File: src/rtl/pwm_pulse_decoder.sv
// rtl/pwm_pulse_decoder.sv - servo-style PWM pulse width/period decoder with glitch rejection and loss detect
module pwm_pulse_decoder #(
  parameter int TICK_DIV   = 50,
  parameter int MIN_US     = 1000,
  parameter int MAX_US     = 2000,
  parameter int TIMEOUT_US = 25000,
  parameter int GLITCH_US  = 500
) (
  input  logic        CLOCK_50,
  input  logic        reset,
  input  logic        PWMin,
  output logic [15:0] PulseWidth,
  output logic [15:0] Period,
  output logic [11:0] Setting,
  output logic        Valid,
  output logic        SignalLost,
  output logic [7:0]  GlitchCount
);

  localparam int PRE_W = (TICK_DIV > 1) ? $clog2(TICK_DIV) : 1;
  localparam logic [PRE_W-1:0] PRE_LAST   = PRE_W'(TICK_DIV - 1);
  localparam logic [15:0]      MIN_W      = 16'(MIN_US);
  localparam logic [15:0]      MAX_W      = 16'(MAX_US);
  localparam logic [15:0]      GLITCH_W   = 16'(GLITCH_US);
  localparam logic [15:0]      TIMEOUT_W  = 16'(TIMEOUT_US);
  localparam logic [16:0]      GLITCH_MAX = 17'(2 * MAX_US);
  localparam logic [16:0]      DEN        = 17'(MAX_US - MIN_US);
  localparam logic [4:0]       DIV_STEPS  = 5'd24;

  typedef enum logic [1:0] {
    WAIT_RISE = 2'd0,
    HIGH      = 2'd1,
    DIVIDE    = 2'd2
  } state_t;

  // Synchronizer chain; deliberately not reset so it keeps tracking the pin
  // through reset and no false rising edge appears when a pulse is in flight.
  logic [2:0] sync_q;
  always_ff @(posedge CLOCK_50) begin
    sync_q <= {sync_q[1:0], PWMin};
  end

  logic rise, fall, tick;
  assign rise = sync_q[1] & ~sync_q[2];
  assign fall = ~sync_q[1] & sync_q[2];

  state_t           state_q, state_d;
  logic [PRE_W-1:0] presc_q, presc_d;
  logic [15:0]      width_q, width_d, width_inc;
  logic [15:0]      per_q, per_d, per_inc;
  logic [15:0]      meas_q, meas_d;
  logic [23:0]      num_q, num_d;
  logic [15:0]      rem_q, rem_d;
  logic [23:0]      quot_q, quot_d;
  logic [4:0]       div_cnt_q, div_cnt_d;
  logic             pend_q, pend_d;
  logic             have_prev_q, have_prev_d;
  logic             lost_q, lost_d;
  logic [15:0]      pw_q, pw_d;
  logic [15:0]      period_q, period_d;
  logic [11:0]      setting_q, setting_d;
  logic             valid_q, valid_d;
  logic [7:0]       glitch_q, glitch_d;

  // Microsecond prescaler, period/timeout counter and loss-of-signal tracking.
  always_comb begin
    tick        = (presc_q == PRE_LAST);
    presc_d     = (rise || tick) ? '0 : presc_q + PRE_W'(1);
    width_inc   = (tick && width_q != 16'hFFFF) ? width_q + 16'd1 : width_q;
    per_inc     = (tick && per_q != 16'hFFFF) ? per_q + 16'd1 : per_q;
    per_d       = rise ? 16'd0 : per_inc;
    period_d    = period_q;
    have_prev_d = have_prev_q;
    lost_d      = lost_q;
    if (rise) begin
      if (have_prev_q) begin
        period_d = per_inc;
      end
      have_prev_d = 1'b1;
    end else if (per_inc >= TIMEOUT_W) begin
      lost_d      = 1'b1;
      have_prev_d = 1'b0;
    end
    // An accepted pulse always restores the signal, even on a coincident timeout.
    if (valid_d) begin
      lost_d = 1'b0;
    end
  end

  logic [16:0] rem_sh;
  logic [15:0] w_clamp;
  logic [15:0] w_off;
  logic [7:0]  glitch_inc;

  // Measurement FSM: width capture, glitch rejection and the serial divider.
  always_comb begin
    state_d    = state_q;
    width_d    = width_q;
    meas_d     = meas_q;
    num_d      = num_q;
    rem_d      = rem_q;
    quot_d     = quot_q;
    div_cnt_d  = div_cnt_q;
    pend_d     = pend_q;
    pw_d       = pw_q;
    setting_d  = setting_q;
    valid_d    = 1'b0;
    glitch_d   = glitch_q;
    glitch_inc = (glitch_q == 8'hFF) ? glitch_q : glitch_q + 8'd1;
    rem_sh     = {rem_q, num_q[23]};
    w_clamp    = (width_inc < MIN_W) ? MIN_W : ((width_inc > MAX_W) ? MAX_W : width_inc);
    w_off      = w_clamp - MIN_W;
    unique case (state_q)
      WAIT_RISE: begin
        if (rise) begin
          state_d = HIGH;
          width_d = 16'd0;
        end
      end
      HIGH: begin
        // The tick landing on the falling-edge cycle still belongs to the pulse.
        width_d = width_inc;
        if (fall) begin
          if (width_inc < GLITCH_W || {1'b0, width_inc} > GLITCH_MAX) begin
            glitch_d = glitch_inc;
            state_d  = WAIT_RISE;
          end else begin
            meas_d    = width_inc;
            // MAX_US - MIN_US is assumed below 4096 so the offset fits 12 bits.
            num_d     = {w_off[11:0], 12'd0};
            rem_d     = 16'd0;
            quot_d    = 24'd0;
            div_cnt_d = 5'd0;
            state_d   = DIVIDE;
          end
        end
      end
      DIVIDE: begin
        // A new pulse may start while dividing; start measuring it right away.
        if (rise) begin
          pend_d  = 1'b1;
          width_d = 16'd0;
        end else if (pend_q && fall) begin
          pend_d   = 1'b0;
          glitch_d = glitch_inc;
        end else if (pend_q) begin
          width_d = width_inc;
        end
        if (div_cnt_q != DIV_STEPS) begin
          if (rem_sh >= DEN) begin
            rem_d  = 16'(rem_sh - DEN);
            quot_d = {quot_q[22:0], 1'b1};
          end else begin
            rem_d  = rem_sh[15:0];
            quot_d = {quot_q[22:0], 1'b0};
          end
          num_d     = {num_q[22:0], 1'b0};
          div_cnt_d = div_cnt_q + 5'd1;
        end else begin
          pw_d      = meas_q;
          setting_d = (quot_q > 24'd4095) ? 12'hFFF : quot_q[11:0];
          valid_d   = 1'b1;
          state_d   = pend_d ? HIGH : WAIT_RISE;
          pend_d    = 1'b0;
        end
      end
      default: begin
        state_d = WAIT_RISE;
      end
    endcase
  end

  // State registers with synchronous reset; a reset mid-pulse discards it.
  always_ff @(posedge CLOCK_50) begin
    if (reset) begin
      state_q     <= WAIT_RISE;
      presc_q     <= '0;
      width_q     <= 16'd0;
      per_q       <= 16'd0;
      meas_q      <= 16'd0;
      num_q       <= 24'd0;
      rem_q       <= 16'd0;
      quot_q      <= 24'd0;
      div_cnt_q   <= 5'd0;
      pend_q      <= 1'b0;
      have_prev_q <= 1'b0;
      lost_q      <= 1'b0;
      pw_q        <= 16'd0;
      period_q    <= 16'd0;
      setting_q   <= 12'd0;
      valid_q     <= 1'b0;
      glitch_q    <= 8'd0;
    end else begin
      state_q     <= state_d;
      presc_q     <= presc_d;
      width_q     <= width_d;
      per_q       <= per_d;
      meas_q      <= meas_d;
      num_q       <= num_d;
      rem_q       <= rem_d;
      quot_q      <= quot_d;
      div_cnt_q   <= div_cnt_d;
      pend_q      <= pend_d;
      have_prev_q <= have_prev_d;
      lost_q      <= lost_d;
      pw_q        <= pw_d;
      period_q    <= period_d;
      setting_q   <= setting_d;
      valid_q     <= valid_d;
      glitch_q    <= glitch_d;
    end
  end

  assign PulseWidth  = pw_q;
  assign Period      = period_q;
  assign Setting     = lost_q ? 12'd0 : setting_q;
  assign Valid       = valid_q;
  assign SignalLost  = lost_q;
  assign GlitchCount = glitch_q;

endmodule

File: config.mk
export PLATFORM = sky130hd
export DESIGN_NAME = pwm_pulse_decoder
export DESIGN_NICKNAME = d
export VERILOG_FILES = /design/src/rtl/pwm_pulse_decoder.sv
export SDC_FILE = /design/constraint.sdc
export NUM_CORES = 1
export LEC_CHECK = 0
export BUFFER_PORTS_ARGS = -buffer_cell sky130_fd_sc_hd__buf_4
export CAP_MARGIN = 20
export CORE_ASPECT_RATIO = 1.2
export CORE_MARGIN = 5
export CORE_UTILIZATION = 45
export CTS_CLUSTER_DIAMETER = 30
export DETAILED_ROUTE_END_ITERATION = 10
export MAX_ROUTING_LAYER = met4
export SLEW_MARGIN = 25
export SYNTH_ARGS = -nofsm -noshare
export SYNTH_HDL_FRONTEND = slang
export SYNTH_SLANG_ARGS = --single-unit
File: constraint.sdc
create_clock -name CLOCK_50 -period 3.87 [get_ports CLOCK_50]
set_input_delay 0.774 -clock CLOCK_50 [delete_from_list [all_inputs] [get_ports CLOCK_50]]
set_output_delay 0.774 -clock CLOCK_50 [all_outputs]
set_load 0.1 [all_outputs]
==> results of run 1 <==
-- flip-flops by register name, summed over array words and instances, names as in the netlist, 2 cells and up --
| register | count |
|---|---|
| quot_q | 24 |
| GlitchCount | 8 |
| width_q | 16 |
| state_q | 2 |
| sync_q | 3 |
| per_q | 16 |
| num_q | 12 |
| setting_q | 12 |
| meas_q | 16 |
| rem_q | 16 |
| presc_q | 6 |
| div_cnt_q | 5 |
| PulseWidth | 16 |
| Period | 16 |
-- area by class of cell --
| class | instances | area [µm²] | area share |
|---|---|---|---|
| Clock buffer | 18 | 439.2 | 0.04515 |
| Clock inverter | 14 | 151.4 | 0.01556 |
| Inverter | 21 | 78.83 | 0.008104 |
| Multi-Input combinational cell | 773 | 4571 | 0.4699 |
| Sequential cell | 172 | 3443 | 0.3540 |
| Tap cell | 224 | 280.3 | 0.02881 |
| Timing Repair Buffer | 95 | 763.2 | 0.07847 |
-- per-layer routing --
layer,vias up,global-route usage,routed length (µm),share of wire
met5,-,-,0,0
met4,0,0.06435,422,0.021
met3,42,0.03824,745,0.037
met2,152,0.3134,9442,0.48
met1,3397,0.2445,9258,0.47
li1,3736,-,-,-
-- what timing repair did --
item,in CTS,in global routing
endpoints found under the setup margin,0,35
hold endpoints to repair,0,0
resized for setup,0,7
buffers inserted,0,1
-- report_power, final --
part | internal [mW] | total, mW | switching [mW]
Sequential | 1.80 | 1.83 | 0.0236
Clock | 0.929 | 1.71 | 0.778
Combinational | 0.129 | 0.433 | 0.304
-- Yosys cell counts (all sizes together), types with 16 or more instances --
cell type,count,area [µm²]
dfxtp,172,3443
nor2,143,536.8
nand2,113,424.2
a21oi,91,466.7
nand3,68,340.3
clkbuf,49,183.9
nor3,31,160.1
a211oi,28,235.2
o21ai,28,143.9
xnor2,24,210.2
buf,21,111.4
inv,21,78.83
xor2,21,183.9
or3,16,100.1
-- stage by stage --
step / utilization / cell area (µm²) / power (mW) / worst slack, ns / cells
floorplan: - / 8346 / 2.172 / 0.4601 / 1036
global placement: 0.4990 / 9104 / 2.301 / 0.2973 / 1284
finish: 0.5332 / 9727 / 3.967 / 0.2881 / 1317
detailed placement: 0.4990 / 9104 / 2.304 / 0.1225 / 1284
global route: 0.5332 / 9727 / 4.134 / 0.0001030 / 1317
CTS: 0.5314 / 9694 / 4.013 / 0.06189 / 1316
-- critical path, delay by kind of cell (launching register included) --
family                   cells  cell delay (ns)
adder cells (fa/ha/maj)      2             0.55
AND/OR/NAND/NOR              7             1.62
flip-flops                   1             0.33
AO/OA/AOI/OAI                5             0.98
-- cell families after synthesis --
logic type | after synthesis | synth area share
flops | 172 | 0.4126
buf+inv | 91 | 0.04483
fa+ha+maj | 13 | 0.01949
mux | 11 | 0.01334
compound gates | 207 | 0.1624
simple gates | 497 | 0.3001
xor+xnor | 45 | 0.04723
-- final timing paths --
check | from | to | slack (ns) | cells after the start
worst min register to register | sync_q[0] | sync_q[1] | 0.33 | 0
worst max-delay path | width_q[0] | num_q[19] | 0.29 | 14
worst max register to register | width_q[0] | num_q[19] | 0.29 | 14
worst min-delay path | sync_q[0] | sync_q[1] | 0.33 | 0
==> out/metrics.yaml, run 1 <==
cts_root_buffer: "clkbuf_16"
dieWidth_um: 134.3
synth_warnings: 0
drv_cap: 0
drtAntennaViolNets: 0
cts_tree: "yes"
cts_inserted_buffers: 17
yosys_most_used_dff: "dfxtp_1"
fp.dieH_um: 159.2
period_share: 0.9256
first_global_vias: 6916
max_freq_ghz: 0.2792
vias: 7327
routed_via_density: 5.563
leakage_nw: 3.581
path_max_fanout: 6
coreArea_mm2: 0.01824
slew_violations: 0
cts_hold_buf: 0
end_kind: "flop"
final_common_cell: "dfxtp_1"
fill_cells: 1807
rsz0062_at_grt: "false"
slowest_delay_ns: 0.61
start_util: 0.4575
layout_min_cycle_time_ns: 3.582
fin_skew_ns: 0.01565
clkLatencyLatePin_ns: 0.44
antenna_found_initial: 0
ys_seq_area_frac: 0.4126
hpwl_mm: 13.80
first_iter_violations: 379
layout-drive-gt1-share: 0.1446
io_pins: 57
max-slew-margin-rel: 0.4584
syn_nets: 1052
crit_arrival_ns: 3.93
synth_cell_types: 77
critPathLaunchType: "flop"
clkTransAtPathRegs_ns: 0.07
nets: 1096
power_density_mw_per_mm2: 407.8
overflow: 0
hold_violations: 0
synth_seq_cells: 172
hp-class: "reg2reg"
routed_wl_mm: 19.87
wl_per_cell_um: 15.09
syn_area_mm2: 0.008346
die-area_mm2: 0.02138
routabilityCongestion: 0.9063
grt_pass1_wl_mm: 33.95
track_usage: 0.1944
status: "finished clean"
worst_slew_pin_slew_ns: 0.8124
path_cells: "ha_1 -> nand4_2 -> nor3_1 -> nor3_2 -> o211ai_1 -> nor2_1 -> a21oi_4 -> a21oi_1 -> ha_1 -> nor2_1 -> nand3b_1 -> a21boi_0 -> o311a_1 -> nor3_1"
tns_ns: 0
cts.sinks: 172
drt_drc_violations_left: 0
cts_buffer_depth: 2
path_class: "reg2reg"
io_buffers: 56
htree_levels: 4
area_delta_synth_final_pct: 16.55
whs_ns: 0.3271
syn_area_per_cell_um2: 8.056
rows: 54
antenna_cells: 0
grt_max_degree: 75
dr.pass1.iters: 5
synthCells: 1036
layout_common_cells: "172 x dfxtp_1, 141 x nor2_1, 113 x nand2_1"
ir_worst_vdd_v: 0.0003076
synth_edf_count: 0
finalSetupViolations: 0
worstPathRequired_ns: 4.22
synthArstFlopShare: 0
slowest_stage: "nor3_1"
Note: power is estimated with default switching activity, not from simulation.
==> run 2: changes to the inputs <==
- PLACE_DENSITY: not set -> 0.66
- SETUP_SLACK_MARGIN: not set -> 0.15
- clock period: 3.87 -> 3.6 ns (I/O delays scaled with it)
==> run 2 against run 1 <==
Against the previous run: setup slack worse by 0.086 ns; critical endpoint is now num_q[23]; critical path depth is 1 higher; via count is 2.8% higher; highest routed layer unchanged; die area unchanged; non-clock buffer count is 23 higher; largest cell class unchanged; wire length increased by 3.4%; sequential share of layout area is 1.3 points lower.
==> out/metrics.yaml, run 2 (same netlist as run 1, synthesis figures left out) <==
status: "finished clean"
dieWidth_um: 134.3  # unchanged
worst_slew_pin_slew_ns: 0.7964  # -0.01602 ns
timing.final.ws_setup_ns: 0.2025  # -0.08559 ns
fp.dieH_um: 159.2  # unchanged
cts_inserted_buffers: 17  # unchanged
path_max_fanout: 5  # -1
path_class: "reg2reg"
wl_per_cell_um: 15.34  # +1.7%
cts_tree: "yes"
start_util: 0.4575  # unchanged
clkTransAtPathRegs_ns: 0.07  # about the same
clkLatencyLatePin_ns: 0.43  # about the same
routed_wl_mm: 20.55  # +3.4%
io_buffers: 56  # unchanged
vias: 7530  # +2.8%
layout-drive-gt1-share: 0.1765  # +0.03197
layout_common_cells: "170 x dfxtp_1, 138 x nor2_1, 113 x nand2_1, 113 x buf_4, 89 x a21oi_1"
cts_root_buffer: "clkbuf_16"
end_kind: "flop"
layout_min_cycle_time_ns: 3.397  # -0.1844 ns
io_pins: 57  # unchanged
finalSetupViolations: 0  # unchanged
grt_max_degree: 55  # -27%
drtAntennaViolNets: 0  # unchanged
antenna_cells: 0  # unchanged
worstPathRequired_ns: 3.90  # -0.32 ns
ir_worst_vdd_v: 0.0003326  # +8.1%
final_common_cell: "dfxtp_1"
track_usage: 0.1927  # -0.001716
fin_util: 0.5538  # +0.02058
dr.pass1.iters: 5  # unchanged
largest_register_ffs: 24  # unchanged
routed_via_density: 5.619  # +1.0%
preCtsSetupSlack_ns: 0.001204  # -0.1212 ns
crit_arrival_ns: 3.70  # -0.23 ns
path_cells: "inv_2 -> ha_4 -> nand4b_1 -> or4_4 -> buf_4 -> nor3_4 -> o211ai_1 -> nor2_2 -> a21oi_4 -> a21o_1 -> ha_4 -> nor4_2 -> a2111oi_2 -> a211oi_2 -> nor3_1"
period_share: 0.9437  # +0.01819
final_cells: 1340  # +1.7%
slew_violations: 0  # unchanged
rows: 54  # unchanged
dp_cells: 1296  # +0.93%
max-slew-margin-rel: 0.4678  # +0.009393
overflow: 0  # unchanged
slowest_delay_ns: 0.54  # -0.07 ns
area_delta_synth_final_pct: 21.05
top_register: "quot_q"
critPathLaunchType: "flop"
coreArea_mm2: 0.01824  # unchanged
power_density_mw_per_mm2: 439.2  # +7.7%
die-area_mm2: 0.02138  # unchanged
cts_hold_buf: 0  # unchanged
rsz0062_at_grt: "true"
first_global_vias: 7062  # +2.1%
hpwl_mm: 13.65  # -1.1%
cts.sinks: 172  # unchanged
fin_skew_ns: 0.01002  # -0.005624 ns
grt_pass1_wl_mm: 33.82  # -0.37%
htree_levels: 4  # unchanged
drv_cap: 0  # unchanged
crit_top_cell: "ha_4"
slowest_stage: "or4_4"
nets: 1119  # +2.1%
cts_buffer_depth: 2  # unchanged
antenna_found_initial: 0  # unchanged
total_power_mw: 4.437  # +12%
drt_drc_violations_left: 0  # unchanged
routabilityCongestion: 0.9031  # -0.35%
max_freq_ghz: 0.2943  # +5.4%
hp-class: "reg2reg"
first_iter_violations: 617  # +63%
tns_ns: 0  # unchanged
leakage_nw: 3.768  # +5.2%
hold_violations: 0  # unchanged
## run 2: final cells by class
type | instances | area, µm²
sequential | 172 | 3446
multi-input combinational | 773 | 4702
tap | 224 | 280.3
fill | 1696 | 8140
clock inverter | 14 | 197.7
timing repair buffer | 118 | 958.4
clock buffer | 18 | 439.2
inverter | 21 | 78.83
## run 2: final timing paths
kind | startpoint | to | slack, ns | depth (start not counted)
min reg2reg | sync_q[0] | sync_q[1] | 0.34 | 0
max | presc_q[1] | num_q[23] | 0.20 | 15
max reg2reg | presc_q[1] | num_q[23] | 0.20 | 15
min | sync_q[0] | sync_q[1] | 0.34 | 0
## run 2: metal layers
metal	vias up	GRT usage	wire length, µm
met3	36	0.02971	928
met2	180	0.3118	9957
met4	0	0.06620	433
li1	3777	-	-
met1	3537	0.2453	9229
met5	-	-	0
## run 2: per-stage QoR
step                      hold slack [ns]  cell area, µm²
after floorplan                    0.3096            8346
after global placement             0.3198            9181
after detailed placement           0.3150            9181
after CTS                          0.3376            9874
after global routing               0.3554           10100
final                              0.3357           10100
## run 2: where the power goes
group          switching, mW  total [mW]  internal, mW
logic                  0.340       0.497         0.157
registers             0.0258        1.96          1.94
clock network          0.837        1.98          1.14
## run 2: critical path, delay by kind of cell, from the launching register on
kind                     cells  cell delay (ns)
buffers and inverters        2             0.23
flip-flops                   1             0.33
AO/OA/AOI/OAI                5             0.85
adder cells (fa/ha/maj)      2             0.33
AND/OR/NAND/NOR              6             1.51
## run 2: timing repair
action                     CTS  global route
setup buffers                3             7
pin swaps                    4            13
setup endpoints to repair    3            58
resized for setup            8            24
cloned                       0             2
==> run 3: changes to the inputs <==
- PLACE_DENSITY: 0.66 -> not set
==> run 3 against run 2 <==
Against the previous run: via count down 1.6%; critical endpoint is now num_q[19]; global-route usage up 0.22 points; die area unchanged.
==> out/metrics.yaml, run 3 (same netlist as run 1, synthesis figures left out) <==
fin_util: 0.5486  # -0.005212
first_global_vias: 7114  # +0.74%
fin_area_mm2: 0.01001  # -0.94%
layout_min_cycle_time_ns: 3.327  # -0.07019 ns
layout_common_cells: "163 x dfxtp_1, 138 x nor2_1, 113 x nand2_1"
drtAntennaViolNets: 0  # unchanged
preCtsSetupSlack_ns: -0.02424  # -0.02544 ns
period_share: 0.9243  # -0.01950
worst_slew_pin_slew_ns: 0.7733  # -0.02317 ns
nets: 1118  # -0.089%
dr.pass1.iters: 5  # unchanged
track_usage: 0.1949  # +0.002234
area_delta_synth_final_pct: 19.91
cts.sinks: 172  # unchanged
rsz0062_at_grt: "true"
timing.final.ws_setup_ns: 0.2727  # +0.07019 ns
hpwl_mm: 13.73  # +0.59%
grt_pass1_wl_mm: 34.30  # +1.4%
wl_per_cell_um: 15.08  # -1.7%
io_buffers: 56  # unchanged
drv_cap: 0  # unchanged
whs_ns: 0.3291  # -0.006606 ns
largest_register_ffs: 24  # unchanged
drt_drc_violations_left: 0  # unchanged
ir_worst_vdd_v: 0.0003432  # +3.2%
grt_max_degree: 72  # +31%
start_util: 0.4575  # unchanged
worst_r2r_startpoint: "width_q[2]"
antenna_cells: 0  # unchanged
top_register: "quot_q"
leakage_nw: 3.676  # -2.4%
routed_via_density: 5.531  # -1.6%
max-slew-margin-rel: 0.4845  # +0.01673
hp-class: "reg2reg"
rows: 54  # unchanged
clkLatencyLatePin_ns: 0.43  # about the same
critPathLaunchType: "flop"
fp.dieH_um: 159.2  # unchanged
slew_violations: 0  # unchanged
post_dp_cell_area_mm2: 0.009189  # about the same
vias: 7406  # -1.6%
dieWidth_um: 134.3  # unchanged
cts_tree: "yes"
coreArea_mm2: 0.01824  # unchanged
power_density_mw_per_mm2: 423.0  # -3.7%
worstHoldStart: "sync_q[0]"
fill_cells: 1751  # +3.2%
io_pins: 57  # unchanged
end_kind: "flop"
worstPathRequired_ns: 3.96  # +0.06 ns
fin_skew_ns: 0.01175  # +0.001724 ns
final_common_cell: "dfxtp_1"
path_class: "reg2reg"
max_freq_ghz: 0.3005  # +2.1%
finalSetupViolations: 0  # unchanged
path_max_fanout: 7  # +2
routabilityCongestion: 0.9104  # +0.81%
cts_inserted_buffers: 17  # unchanged
cts_root_buffer: "clkbuf_16"
overflow: 0  # unchanged
cp-startpoint: "width_q[2]"
hold_violations: 0  # unchanged
clkTransAtPathRegs_ns: 0.07  # about the same
status: "finished clean"
routed_wl_mm: 20.19  # -1.7%
die-area_mm2: 0.02138  # unchanged
antenna_found_initial: 0  # unchanged
layout-drive-gt1-share: 0.1839  # +0.007333
cts_buffer_depth: 2  # unchanged
crit_arrival_ns: 3.69  # about the same
htree_levels: 4  # unchanged
first_iter_violations: 466  # -24%
==> run 3: cell count changes in the layout (fill, tap and decap cells not counted), moves of 2 or more <==
cell and change:
dfxtp_2 +5, dfxtp_4 +2, buf_6 +2, a311oi_1 -2, a311oi_2 +2, inv_8 -2, clkinv_4 +2, nor4_2 +2
bufinv_16 -2, dfxtp_1 -7, nor3_2 +3, clkbuf_16 -2, nor3_4 -2
==> run 3: final timing paths <==
kind,to,slack [ns],cells after the start
max,num_q[19],0.27,14
min,sync_q[1],0.33,0
max reg2reg,num_q[19],0.27,14
min reg2reg,sync_q[1],0.33,0
==> run 3: through the flow <==
stage                     total power, mW   TNS, ns  std cells
after floorplan                     2.334         0       1036
after global routing                4.419         0       1339
after global placement              2.462  -0.01159       1297
after CTS                           4.278         0       1330
after detailed placement            2.463  -0.02424       1297
final                               4.233         0       1339
==> run 3: layout make-up <==
class	count	area (µm²)	area share
Multi-Input combinational cell	773	4686	0.4682
Sequential cell	172	3460	0.3457
Timing Repair Buffer	117	923.4	0.09227
Clock buffer	19	442.9	0.04426
Tap cell	224	280.3	0.02801
Clock inverter	13	136.4	0.01363
Inverter	21	78.83	0.007877
==> run 3: timing repair <==
item,4_1_cts,5_1_grt
hold buffers,0,0
resized for setup,11,31
setup buffers,1,9
pin swaps,3,11
setup endpoints to repair,36,61
==> run 3: power by group <==
group	switching, mW	total [mW]	leakage [nW]	internal (mW)
sequential	0.0253	1.96	1.39	1.94
clock	0.814	1.80	0.271	0.989
combinational	0.329	0.467	2.01	0.138
total	1.17	4.23	3.68	3.06
==> run 3: worst max-delay path, cell delays in order, from the launching register on <==
cell	delay, ns
dfxtp_1	0.39
buf_4	0.17
inv_1	0.10
or4_1	0.54
o31a_1	0.40
o21ai_0	0.10
and4bb_2	0.29
nor2_2	0.21
a21oi_2	0.08
ha_4	0.19
nor2_2	0.13
nand3b_1	0.12
a21boi_0	0.08
o311a_1	0.31
nor3_2	0.14
==> run 3: per-layer routing <==
layer	track usage	part of all wire
met3	0.03477	0.031
met5	-	0
met1	0.2439	0.46
met4	0.05833	0.015
met2	0.3211	0.49
